--- src/rtl/adder_ctrl_p_if.sv ---
// FIFO-read and register-file-write signals shared by the adder controller and its memories.
// The master modport is the controller side.
interface adder_ctrl_p_if #(
  parameter int DATA_W = 32,
  parameter int ADDR_W = 3,
  parameter int CNT_W  = 4
);
  logic [CNT_W-1:0]  fifo_data_count;
  logic [DATA_W-1:0] fifo_dout;
  logic              fifo_rd_en;
  logic              rf_we;
  logic [ADDR_W-1:0] rf_wAddr;
  logic [DATA_W-1:0] rf_wData;

  modport master (
    input  fifo_data_count, fifo_dout,
    output fifo_rd_en, rf_we, rf_wAddr, rf_wData
  );

  modport slave (
    output fifo_data_count, fifo_dout,
    input  fifo_rd_en, rf_we, rf_wAddr, rf_wData
  );
endinterface

--- src/rtl/adder_ctrl_p.sv ---
// Adder controller: pops operands from the FIFO in pairs and writes their sums (mode 0)
// or one accumulated total (mode 1) into the register file, with a sticky carry-out flag.
module adder_ctrl_p #(
  parameter int DATA_W = 32,
  parameter int ADDR_W = 3,
  parameter int CNT_W  = 4
) (
  input  logic                 clk,
  input  logic                 reset_n,
  input  logic                 op_start,
  input  logic                 op_clear,
  input  logic                 mode,
  adder_ctrl_p_if.master       bus,
  output logic                 op_done,
  output logic [1:0]           state,
  output logic                 ovf
);

  typedef enum logic [1:0] {
    S_IDLE = 2'b00,
    S_EXEC = 2'b01,
    S_OUT  = 2'b10,
    S_DONE = 2'b11
  } state_t;

  state_t            state_q, state_d;
  logic [1:0]        cnt_q, cnt_d;
  logic [ADDR_W-1:0] waddr_q, waddr_d;
  logic              mode_q, mode_d;
  logic [DATA_W-1:0] opa_q, opa_d;
  logic [DATA_W-1:0] opb_q, opb_d;
  logic              popa_q, popa_d;
  logic              popb_q, popb_d;
  logic [DATA_W-1:0] acc_q, acc_d;
  logic              ovf_q, ovf_d;

  logic              fifo_nz;
  logic              rd_en;
  logic              we;
  logic [DATA_W:0]   sum1, sum2;
  logic              carry;

  function automatic logic [DATA_W:0] add_c(input logic [DATA_W-1:0] a,
                                            input logic [DATA_W-1:0] b);
    return {1'b0, a} + {1'b0, b};
  endfunction

  assign fifo_nz = (bus.fifo_data_count != '0);

  // Mode 0 feeds a zero accumulator, so only the second addition can carry there.
  assign sum1  = add_c(mode_q ? acc_q : '0, opa_q);
  assign sum2  = add_c(sum1[DATA_W-1:0], opb_q);
  assign carry = sum1[DATA_W] | sum2[DATA_W];

  always_ff @(posedge clk or negedge reset_n) begin
    if (!reset_n) begin
      state_q <= S_IDLE;
      cnt_q   <= '0;
      waddr_q <= '0;
      mode_q  <= 1'b0;
      opa_q   <= '0;
      opb_q   <= '0;
      popa_q  <= 1'b0;
      popb_q  <= 1'b0;
      acc_q   <= '0;
      ovf_q   <= 1'b0;
    end else begin
      state_q <= state_d;
      cnt_q   <= cnt_d;
      waddr_q <= waddr_d;
      mode_q  <= mode_d;
      opa_q   <= opa_d;
      opb_q   <= opb_d;
      popa_q  <= popa_d;
      popb_q  <= popb_d;
      acc_q   <= acc_d;
      ovf_q   <= ovf_d;
    end
  end

  always_comb begin
    state_d = state_q;
    cnt_d   = cnt_q;
    waddr_d = waddr_q;
    mode_d  = mode_q;
    opa_d   = opa_q;
    opb_d   = opb_q;
    popa_d  = popa_q;
    popb_d  = popb_q;
    acc_d   = acc_q;
    ovf_d   = ovf_q;
    if (op_clear) begin
      state_d = S_IDLE;
      cnt_d   = '0;
      waddr_d = '0;
      opa_d   = '0;
      opb_d   = '0;
      popa_d  = 1'b0;
      popb_d  = 1'b0;
      acc_d   = '0;
      ovf_d   = 1'b0;
    end else begin
      case (state_q)
        S_IDLE: begin
          if (op_start) begin
            if (fifo_nz) begin
              state_d = S_EXEC;
              cnt_d   = '0;
              mode_d  = mode;
            end else begin
              state_d = S_DONE;
            end
          end
        end
        S_EXEC: begin
          // A pop flag remembers whether the word arriving next cycle is real or padding.
          case (cnt_q)
            2'd0: begin
              popa_d = rd_en;
              cnt_d  = 2'd1;
            end
            2'd1: begin
              opa_d  = popa_q ? bus.fifo_dout : '0;
              popb_d = rd_en;
              cnt_d  = 2'd2;
            end
            default: begin
              opb_d   = popb_q ? bus.fifo_dout : '0;
              cnt_d   = '0;
              state_d = S_OUT;
            end
          endcase
        end
        S_OUT: begin
          ovf_d = ovf_q | carry;
          if (mode_q) acc_d = sum2[DATA_W-1:0];
          if (we) waddr_d = waddr_q + ADDR_W'(1);
          cnt_d   = '0;
          state_d = fifo_nz ? S_EXEC : S_DONE;
        end
        default: begin
          if (!op_start) begin
            state_d = S_IDLE;
            acc_d   = '0;
          end
        end
      endcase
    end
  end

  always_comb begin
    rd_en = (state_q == S_EXEC) && (cnt_q != 2'd2) && fifo_nz;
    we    = (state_q == S_OUT) && (!mode_q || !fifo_nz);
    bus.fifo_rd_en = rd_en;
    bus.rf_we      = we;
    bus.rf_wAddr   = waddr_q;
    bus.rf_wData   = we ? sum2[DATA_W-1:0] : '0;
    op_done        = (state_q == S_DONE);
    state          = state_q;
    ovf            = ovf_q;
  end

endmodule
--- src/flat_wrapper.sv ---
// flat-port wrapper written by rule: the top's interface ports become plain ports
module adder_ctrl_p_flat 
#(
  parameter int DATA_W = 32,
  parameter int ADDR_W = 3,
  parameter int CNT_W  = 4
)
  (clk, reset_n, op_start, op_clear, mode, op_done, state, ovf, bus_fifo_data_count, bus_fifo_dout, bus_fifo_rd_en, bus_rf_we, bus_rf_wAddr, bus_rf_wData);
  adder_ctrl_p_if #(.DATA_W(DATA_W), .ADDR_W(ADDR_W), .CNT_W(CNT_W)) bus_i ();
  input  logic clk;
  input  logic reset_n;
  input  logic op_start;
  input  logic op_clear;
  input  logic mode;
  output logic op_done;
  output logic [1:0] state;
  output logic ovf;
  input wire logic [$bits(bus_i.fifo_data_count)-1:0] bus_fifo_data_count;
  input wire logic [$bits(bus_i.fifo_dout)-1:0] bus_fifo_dout;
  output wire logic [$bits(bus_i.fifo_rd_en)-1:0] bus_fifo_rd_en;
  output wire logic [$bits(bus_i.rf_we)-1:0] bus_rf_we;
  output wire logic [$bits(bus_i.rf_wAddr)-1:0] bus_rf_wAddr;
  output wire logic [$bits(bus_i.rf_wData)-1:0] bus_rf_wData;
  assign bus_i.fifo_data_count = bus_fifo_data_count;
  assign bus_i.fifo_dout = bus_fifo_dout;
  assign bus_fifo_rd_en = bus_i.fifo_rd_en;
  assign bus_rf_we = bus_i.rf_we;
  assign bus_rf_wAddr = bus_i.rf_wAddr;
  assign bus_rf_wData = bus_i.rf_wData;
  adder_ctrl_p #(.DATA_W(DATA_W), .ADDR_W(ADDR_W), .CNT_W(CNT_W)) u_core (.clk(clk), .reset_n(reset_n), .op_start(op_start), .op_clear(op_clear), .mode(mode), .bus(bus_i), .op_done(op_done), .state(state), .ovf(ovf));
endmodule
--- config.mk ---
export PLATFORM = sky130hd
export DESIGN_NAME = adder_ctrl_p_flat
export DESIGN_NICKNAME = d
export VERILOG_FILES = /design/src/rtl/adder_ctrl_p_if.sv /design/src/rtl/adder_ctrl_p.sv /design/src/flat_wrapper.sv
export SDC_FILE = /design/constraint.sdc
export NUM_CORES = 1
export LEC_CHECK = 0
export ABC_AREA = 1
export BUFFER_PORTS_ARGS = -buffer_cell sky130_fd_sc_hd__buf_2
export CAP_MARGIN = 10
export CORE_MARGIN = 2
export CORE_UTILIZATION = 49
export CTS_CLUSTER_SIZE = 8
export DETAILED_ROUTE_END_ITERATION = 8
export GPL_TIMING_DRIVEN = 0
export PLACE_DENSITY = 0.68
export SLEW_MARGIN = 15
export SYNTH_ARGS = -nofsm -noshare
export SYNTH_HDL_FRONTEND = slang
export SYNTH_SLANG_ARGS = --single-unit
export TNS_END_PERCENT = 20
--- constraint.sdc ---
create_clock -name clk -period 6.5 [get_ports clk]
set_input_delay 1.3 -clock clk [delete_from_list [all_inputs] [get_ports clk]]
set_output_delay 1.3 -clock clk [all_outputs]
set_load 0.01 [all_outputs]
Word level (Yosys, flattened, before mapping)

Cells that the tools add are included.

Eq/ne operators: 13
Add/sub/neg operators: 3
Multiplexer cells: 36
Bitwise operators: 3
Reduce and logical (&&, ||, !) cells: 25

Operators with widths:

| cell                                          | count |
|---|---|
| two-way mux 32 bit                            | 13 |
| adder 32 x 32 -> 33 bit                       | 2 |
| one-hot mux 32 bit (2 select lines)           | 1 |
| two-way mux 2 bit                             | 8 |
| one-hot mux 2 bit (3 select lines)            | 2 |
| nonzero test 2 bit                            | 5 |
| two-way mux 3 bit                             | 3 |
| AND reduction 3 bit                           | 3 |
| two-way mux 1 bit                             | 8 |
| AND reduction 2 bit                           | 4 |
| nonzero test 4 bit                            | 2 |
| != test 3 x 2 -> 1 bit, second input constant | 2 |
| != test 3 bit, second input constant          | 2 |
| != test 5 x 1 -> 1 bit, second input constant | 1 |
| == test 2 x 1 -> 1 bit, second input constant | 2 |
| == test 2 bit, second input constant          | 2 |
| logical NOT 2 bit                             | 2 |
| != test 2 x 1 -> 1 bit, second input constant | 2 |
| one-hot mux 2 bit (2 select lines)            | 1 |
| AND reduction 4 bit                           | 1 |
| OR reduction 2 bit                            | 2 |
| adder 3 x 1 -> 3 bit, second input constant   | 1 |
| logical AND 1 bit                             | 3 |
| != test 3 x 1 -> 1 bit, second input constant | 1 |
| 5 further kinds                               | 7 |

Bits of input ports: 41
Word-level logic and storage cells: 90
Register bits: 107
Output and inout port bits: 41

Depth between registers and ports, before layout

Gate-level depths: netlist of run 1.

Word-level depth: 7
Mapped depth: 28
Gate-level depth less buffers: 27

Least setup slack after synthesis of run 1

No wires, ideal clock.

Path type: flip-flop to output port
From: reg u_core.mode_q
To: out bus_rf_wData[27]
Cell stages (with the launch flop): 25
Slack: 2.125 ns
Data arrival time: 3.075 ns
Data required time: 5.200 ns
Path buffers: 2
Cells stage by stage: dfrtp_1 buf_2 clkbuf_1 nand2_1 inv_1 ha_1 a21oi_1 o21ai_2 nand2_1 nand2_2 nand2_1 nand2_2 nand2_1 nand3_1 nand2_1 nand2_1 ha_1 nand2_1 nor2_1 inv_1 nor3_1 nand2_1 nand3_1 nand2_1 nor2_1

Cells in the longest elaborated chain, start to end: 4
Elaborated cells between the ends (all ways): 7
Those cells by class: add/sub: 2; mux: 2; reduce/logical: 3

RTL lines:

| element                                                      | line                                    | source |
|---|---|---|
| start, declared                                              | adder_ctrl_p.sv:29                      | `logic mode_q, mode_d;` |
| start signal, assigned                                       | adder_ctrl_p.sv:71                      | `mode_q <= mode_d;` |
| two-way mux 32 bit or logical NOT 1 bit (tied branches)      | adder_ctrl_p.sv:51, adder_ctrl_p.sv:153 |  |
| adder 32 x 32 -> 33 bit or logical OR 1 bit (tied branches)  | adder_ctrl_p.sv:45, adder_ctrl_p.sv:153 |  |
| adder 32 x 32 -> 33 bit or logical AND 1 bit (tied branches) | adder_ctrl_p.sv:45, adder_ctrl_p.sv:153 |  |
| two-way mux 32 bit *                                         | adder_ctrl_p.sv:157                     | `bus.rf_wData = we ? sum2[DATA_W-1:0] : '0;` |
| end, declared                                                | flat_wrapper.sv:23                      | `output wire logic [$bits(bus_i.rf_wData)-1:0] bus_rf_wData;` |

Mark *: on every way between the ends. The rest lies on a longest branch, timed or not.

Worst setup path after layout of run 1

From: reg u_core.mode_q
To: out bus_rf_wData[25]

Same word-level chain as after synthesis.

==> results.py, run 1 <==
metrics = {
    "synthesis": {
        "synthSimpleGateAreaFrac_pct": 37.9,
        "ys_seq_area_share_pct": 28.4,
        "synth_nets": 1635,
        "ys_types": 37,
        "syn_avg_cell_area_um2": 6.19,
        "synthAdderAreaFrac_pct": 9.71,
        "netlist_area_um2": 9430,
        "synth_compound_area_share_pct": 8.75,
        "yosys.area.top_type": "dfrtp_1",
        "synthMuxAreaShare_pct": 0,
        "yosys.area_share.xor_xnor_pct": 3.07,
        "ys_ff_latch": 107,
        "ys_warn_count": 0,
        "ys_top_cells_by_area": "dfrtp_1 (28%), nand2_1 (21%), inv_1 (10%)",
        "synth_top_family_by_area": "simple AND/OR/NAND/NOR gates",
        "netlist.area_leader.share_pct": 28.4,
        "syn_inst": 1522,
    },
    "worst_setup_path": {
        "reg2reg_from": "u_core.mode_q",
        "r2r_cells": 24,
        "cp.arrival_ps": 4330,
        "worstPathRequired_ps": 5200,
        "crit_type": "flip-flop to output pin",
        "start_kind": "flip-flop",
        "worst-path-max-fanout": 10,
        "ff2ff_setup_slack_ps": 2490,
        "rr_endpoint": "u_core.acc_q[25]",
        "path_common_cell": "nand2_1",
        "slowest_stage": "ha_1",
        "critPathMaxStageDelay_ps": 410,
        "worstSetupStartpoint": "u_core.mode_q",
        "critPathCaptureType": "output pin",
    },
    "timing": {
        "slew_headroom_pct": 51.4,
        "max_freq_mhz": 178,
        "worst_pin_slew_ps": 728,
        "tns_ps": 0,
        "min_period_over_period_pct": 86.6,
        "finalSetupViolCount": 0,
        "fin_crit_ps": 5630,
        "final-max-slew-violation-count": 0,
        "rsz0062_at_grt": "no",
        "finalClockSkew_ps": 12.8,
        "hold_viol": 0,
    },
    "detailed_routing": {
        "drtIter0Drc": 760,
        "wire_per_inst_um": 16.2,
        "viasPerCell": 5.18,
        "via_count": 9593,
        "postRouteAntennaNets": 0,
        "wirelength_um": 30000,
        "firstDrtPassIters": 6,
        "drc": 0,
    },
    "placed_design": {
        "io_buffers": 80,
        "hpwl_um": 25100,
        "place_inst": 1837,
        "gp_congestion": 0.933,
    },
    "final_layout": {
        "fillers": 1951,
        "nNetsFinal": 1727,
        "n_antenna_cell": 0,
        "layout_common_cells": "nand2_1 (519), inv_1 (262), nand3_1 (161)",
        "synthToLayoutAreaGrowth_pct": 10.9,
        "drive_gt1_share_pct": 8.71,
        "final_common_cell": "nand2_1",
        "instances_no_fill": 1852,
    },
    "floorplan": {
        "fp.dieH_um": 143,
        "die_w_um": 143,
        "ios": 82,
        "die-area_um2": 20400,
        "coreArea_um2": 18800,
        "start_util_pct": 50.2,
        "num_rows": 50,
    },
    "global_route": {
        "grt_antenna_before_repair": 0,
        "grt_first_pass_wirelength_um": 47600,
        "grt_max_degree": 70,
        "overflow": 0,
        "first_global_vias": 9079,
        "globalRouteTotalUtil_pct": 30.7,
    },
    "hold_path": {
        "holdCritPathClass": "flip-flop to flip-flop",
        "hold_depth": 2,
        "min_from": "u_core.acc_q[17]",
        "hold_path_end": "u_core.acc_q[17]",
    },
    "clock_tree": {
        "clk_latency_ps": 360,
        "cts_setup_buffers": 0,
        "post_cts_resized": 0,
        "cts.clk_slew.worst_paths_ps": 70,
        "postCtsHoldBufs": 0,
        "cts_root_buf": "clkbuf_16",
        "cts_buffers": 9,
        "clockBufferDepth": 2,
        "htreeDepth": 3,
        "cts_num_sinks": 107,
        "cts_tree": "built",
    },
    "run_status": {
        "status": "finished, final reports clean",
    },
    "power": {
        "worst_ir_drop_vdd_mv": 0.152,
        "p_leak_nw": 6.33,
        "power_density_nw_per_um2": 159,
    },
    "flow_run": {
        "drv_cap": 0,
    },
}
[how the worst max path moves through the flow]
stage                             to  slack [ps]  cells after the start
floorplan           bus_rf_wData[27]        2130                     24
global placement    bus_rf_wData[25]        1290                     24
detailed placement  bus_rf_wData[25]        1290                     25
CTS                 bus_rf_wData[25]         870                     25
global route        bus_rf_wData[30]         390                     24
finish              bus_rf_wData[25]         870                     25
[state kept, by name, indices dropped and copies added, names as in the netlist, 2 cells and up]
signal               flops
u_core.cnt_q             2
u_core.opb_q            32
u_core.acc_q            32
u_core.state             2
u_core.opa_q            32
u_core.bus.rf_wAddr      3
[Yosys cell counts, drive strengths merged]
library cell	number
nand2	531
inv	266
nand3	162
nor2	131
dfrtp	107
ha	70
o21ai	67
a21oi	63
xor2	20
clkbuf	19
buf	17
nor3	15
xnor2	13
nand3b	8
a21o	7
o21bai	7
and2	6
nand4	4
fa	2
a211oi	1
a22o	1
a311oi	1
a31o	1
and3	1
o22ai	1
or2	1
[metrics by stage]
stage | hold WS (ps) | cell area, um^2 | util, % | total power, W | worst slack [ps]
6_report | 485 | 10500 | 55.7 | 0.00167 | 873
5_1_grt | 501 | 10500 | 55.7 | 0.00174 | 388
4_1_cts | 489 | 10500 | 55.7 | 0.00168 | 869
3_5_place_dp | 470 | 10200 | 54.1 | 0.00110 | 1290
3_3_place_gp | 464 | 10100 | 53.9 | 0.00109 | 1290
2_1_floorplan | 449 | 9430 | - | 0.000958 | 2130
[worst max-delay path: cells and delay by family, from the launching register on]
kind,cells,cell delay [ps]
flops,1,320
fa+ha+maj,2,700
simple gates,19,2130
buf+inv,4,800
[metal layers]
| metal | vias to the layer above | share of wire [%] | GRT usage [%] |
|---|---|---|---|
| li1 | 4918 | - | - |
| met1 | 4337 | 50 | 45.8 |
| met2 | 303 | 42 | 47.0 |
| met3 | 35 | 6.5 | 3.92 |
| met4 | 0 | 2.1 | 7.82 |
| met5 | - | 0 | 0 |
[power breakdown]
group / internal, W / leakage [nW] / switching (W)
Clock: 0.000312 / 0.144 / 0.000265
Sequential: 0.000691 / 1.49 / 0.0000234
Combinational: 0.000102 / 4.70 / 0.000274
Total: 0.00110 / 6.33 / 0.000563
[logic make-up after synthesis]
kind of cell               count (synthesis)
xor gates and xnor gates                  33
AOI/OAI and AO/OA                        149
adders and majority gates                 72
and+or+nand+nor                          859
DFF                                      107
buffers and inverters                    302
[area by class of cell]
| cell class | instances | area (um^2) | share of cell area, % |
|---|---|---|---|
| repair buffers | 81 | 434 | 4.15 |
| well taps | 234 | 293 | 2.80 |
| clock buffers | 11 | 243 | 2.32 |
| inverters | 266 | 998 | 9.55 |
| plain buffers | 36 | 154 | 1.47 |
| multi-input cells | 1113 | 5600 | 53.5 |
| clock inverters | 4 | 57.6 | 0.551 |
| flip-flops and latches | 107 | 2680 | 25.6 |
(Power assumes the default switching activity.)
==> run 2: changes to the inputs <==
--- a/config.mk
+++ b/config.mk
@@ -14,6 +14,8 @@
 export DETAILED_ROUTE_END_ITERATION = 8
 export GPL_TIMING_DRIVEN = 0
 export PLACE_DENSITY = 0.68
+export RECOVER_POWER = 25
+export SKIP_LAST_GASP = 1
 export SLEW_MARGIN = 15
 export SYNTH_ARGS = -nofsm -noshare
 export SYNTH_HDL_FRONTEND = slang
==> run 2 against run 1 <==
- the run now ends with max-capacitance violations, max-slew violations left
- via count about the same
- global-route usage unchanged
- power about the same
- final cell count unchanged
- combinational power about the same
==> results.py, run 2 (synthesis results as in run 1) <==
metrics = {
    "clock_tree": {
        "postCtsHoldBufs": 0,
        "cts_num_sinks": 107,
        "cts.clk_slew.worst_paths_ps": 70,
        "cts_root_buf": "clkbuf_16",
        "clockBufferDepth": 2,
        "cts_buffers": 9,
        "post_cts_resized": 0,
        "htreeDepth": 3,
        "cts_tree": "built",
        "clk_latency_ps": 370,
        "cts_setup_buffers": 0,
    },
    "detailed_routing": {
        "drc": 0,
        "wire_per_inst_um": 16.2,
        "postRouteAntennaNets": 0,
        "firstDrtPassIters": 5,
        "viasPerCell": 5.18,
        "drtIter0Drc": 760,
        "wirelength_um": 30000,
        "via_count": 9601,
    },
    "final_layout": {
        "n_antenna_cell": 0,
        "multi_input_area_um2": 5600,
        "largestRegisters": "u_core.acc_q: 32 flops, u_core.opa_q: 32 flops, u_core.opb_q: 32 flops",
        "final_common_cell": "nand2_1",
        "register_area_um2": 2680,
        "synthToLayoutAreaGrowth_pct": 10.8,
        "drive_gt1_share_pct": 8.65,
        "layout_common_cells": "nand2_1 (519), inv_1 (262), nand3_1 (161)",
        "fillers": 1951,
        "nNetsFinal": 1727,
    },
    "worst_setup_path": {
        "cp.arrival_ps": 4330,
        "crit_type": "flip-flop to output pin",
        "worstPathRequired_ps": 5200,
        "start_kind": "flip-flop",
        "crit_family": "simple AND/OR/NAND/NOR gates",
        "critPathMaxStageDelay_ps": 410,
        "worst-path-max-fanout": 10,
        "slowest_stage": "ha_1",
        "cp.buffers_inverters": 4,
        "critPathCaptureType": "output pin",
        "path_common_cell": "nand2_1",
    },
    "timing": {
        "fin_crit_ps": 5630,
        "hold_viol": 0,
        "min_period_over_period_pct": 86.6,
        "worst_pin_slew_ps": 2200,
        "finalSetupViolCount": 0,
        "fin_hold_ws_ps": 485,
        "slew_headroom_pct": -46.9,
        "max_freq_mhz": 178,
        "rsz0062_at_grt": "no",
        "finalClockSkew_ps": 14.1,
        "tns_ps": 0,
        "final-max-slew-violation-count": 39,
    },
    "floorplan": {
        "ios": 82,
        "fp.dieH_um": 143,
        "die_w_um": 143,
        "coreArea_um2": 18800,
        "num_rows": 50,
        "start_util_pct": 50.2,
        "die-area_um2": 20400,
    },
    "global_route": {
        "first_global_vias": 9079,
        "grt_first_pass_wirelength_um": 47600,
        "grt_antenna_before_repair": 0,
        "grt_max_degree": 70,
        "globalRouteTotalUtil_pct": 30.7,
        "overflow": 0,
    },
    "placed_design": {
        "gp_congestion": 0.933,
        "hpwl_um": 25100,
        "io_buffers": 80,
    },
    "power": {
        "worst_ir_drop_vdd_mv": 0.151,
        "p_leak_nw": 6.32,
        "power_density_nw_per_um2": 160,
    },
    "flow_run": {
        "drv_cap": 1,
    },
    "run_status": {
        "violations": "max-capacitance violations, max-slew violations",
        "status": "complete, but fails checks",
    },
    "hold_path": {
        "holdCritPathClass": "flip-flop to flip-flop",
    },
}
[run 2: power by group]
part	leakage [nW]	switching, W	internal [W]
clock	0.144	0.000267	0.000312
sequential	1.49	0.0000234	0.000691
combinational	4.69	0.000274	0.000101
total	6.32	0.000564	0.00110
[run 2: cell type report]
class	count	share of cell area, %
plain buffers	36	1.47
clock buffers	11	2.32
clock inverters	4	0.551
inverters	266	9.56
multi-input cells	1113	53.6
flip-flops and latches	107	25.6
well taps	234	2.80
repair buffers	81	4.08
[run 2: worst paths after layout]
check	startpoint	slack (ps)	end	depth (start not counted)
setup reg to reg	u_core.mode_q	2490	u_core.acc_q[25]	24
hold / removal	u_core.acc_q[17]	490	u_core.acc_q[17]	2
hold reg to reg	u_core.acc_q[17]	490	u_core.acc_q[17]	2
setup / recovery	u_core.mode_q	870	bus_rf_wData[25]	25
max in group asynchronous	reset_n	3660	u_core.opb_q[26]	1
min in group asynchronous	reset_n	1580	u_core.state[0]	1
[run 2: tightest hold or removal path, cell delays in order, from the launching register on]
cell and delay [ps]:
dfrtp_1 340, nand2_1 50, nand2_1 60
[run 2: stage by stage]
stage	setup WS, ps	cell area, um^2	total power (W)	util (%)	instances
after global routing	388	10400	0.00174	55.7	1852
after CTS	869	10500	0.00168	55.7	1852
after detailed placement	1290	10200	0.00110	54.1	1837
after global placement	1290	10100	0.00109	53.9	1836
final	873	10400	0.00167	55.7	1852
after floorplan	2130	9430	0.000958	-	1522
[run 2: layer usage]
metal	track usage, %	wire, um
met3	3.92	1950
met5	0	0
met1	45.8	14900
met2	47.0	12600
met4	7.82	615
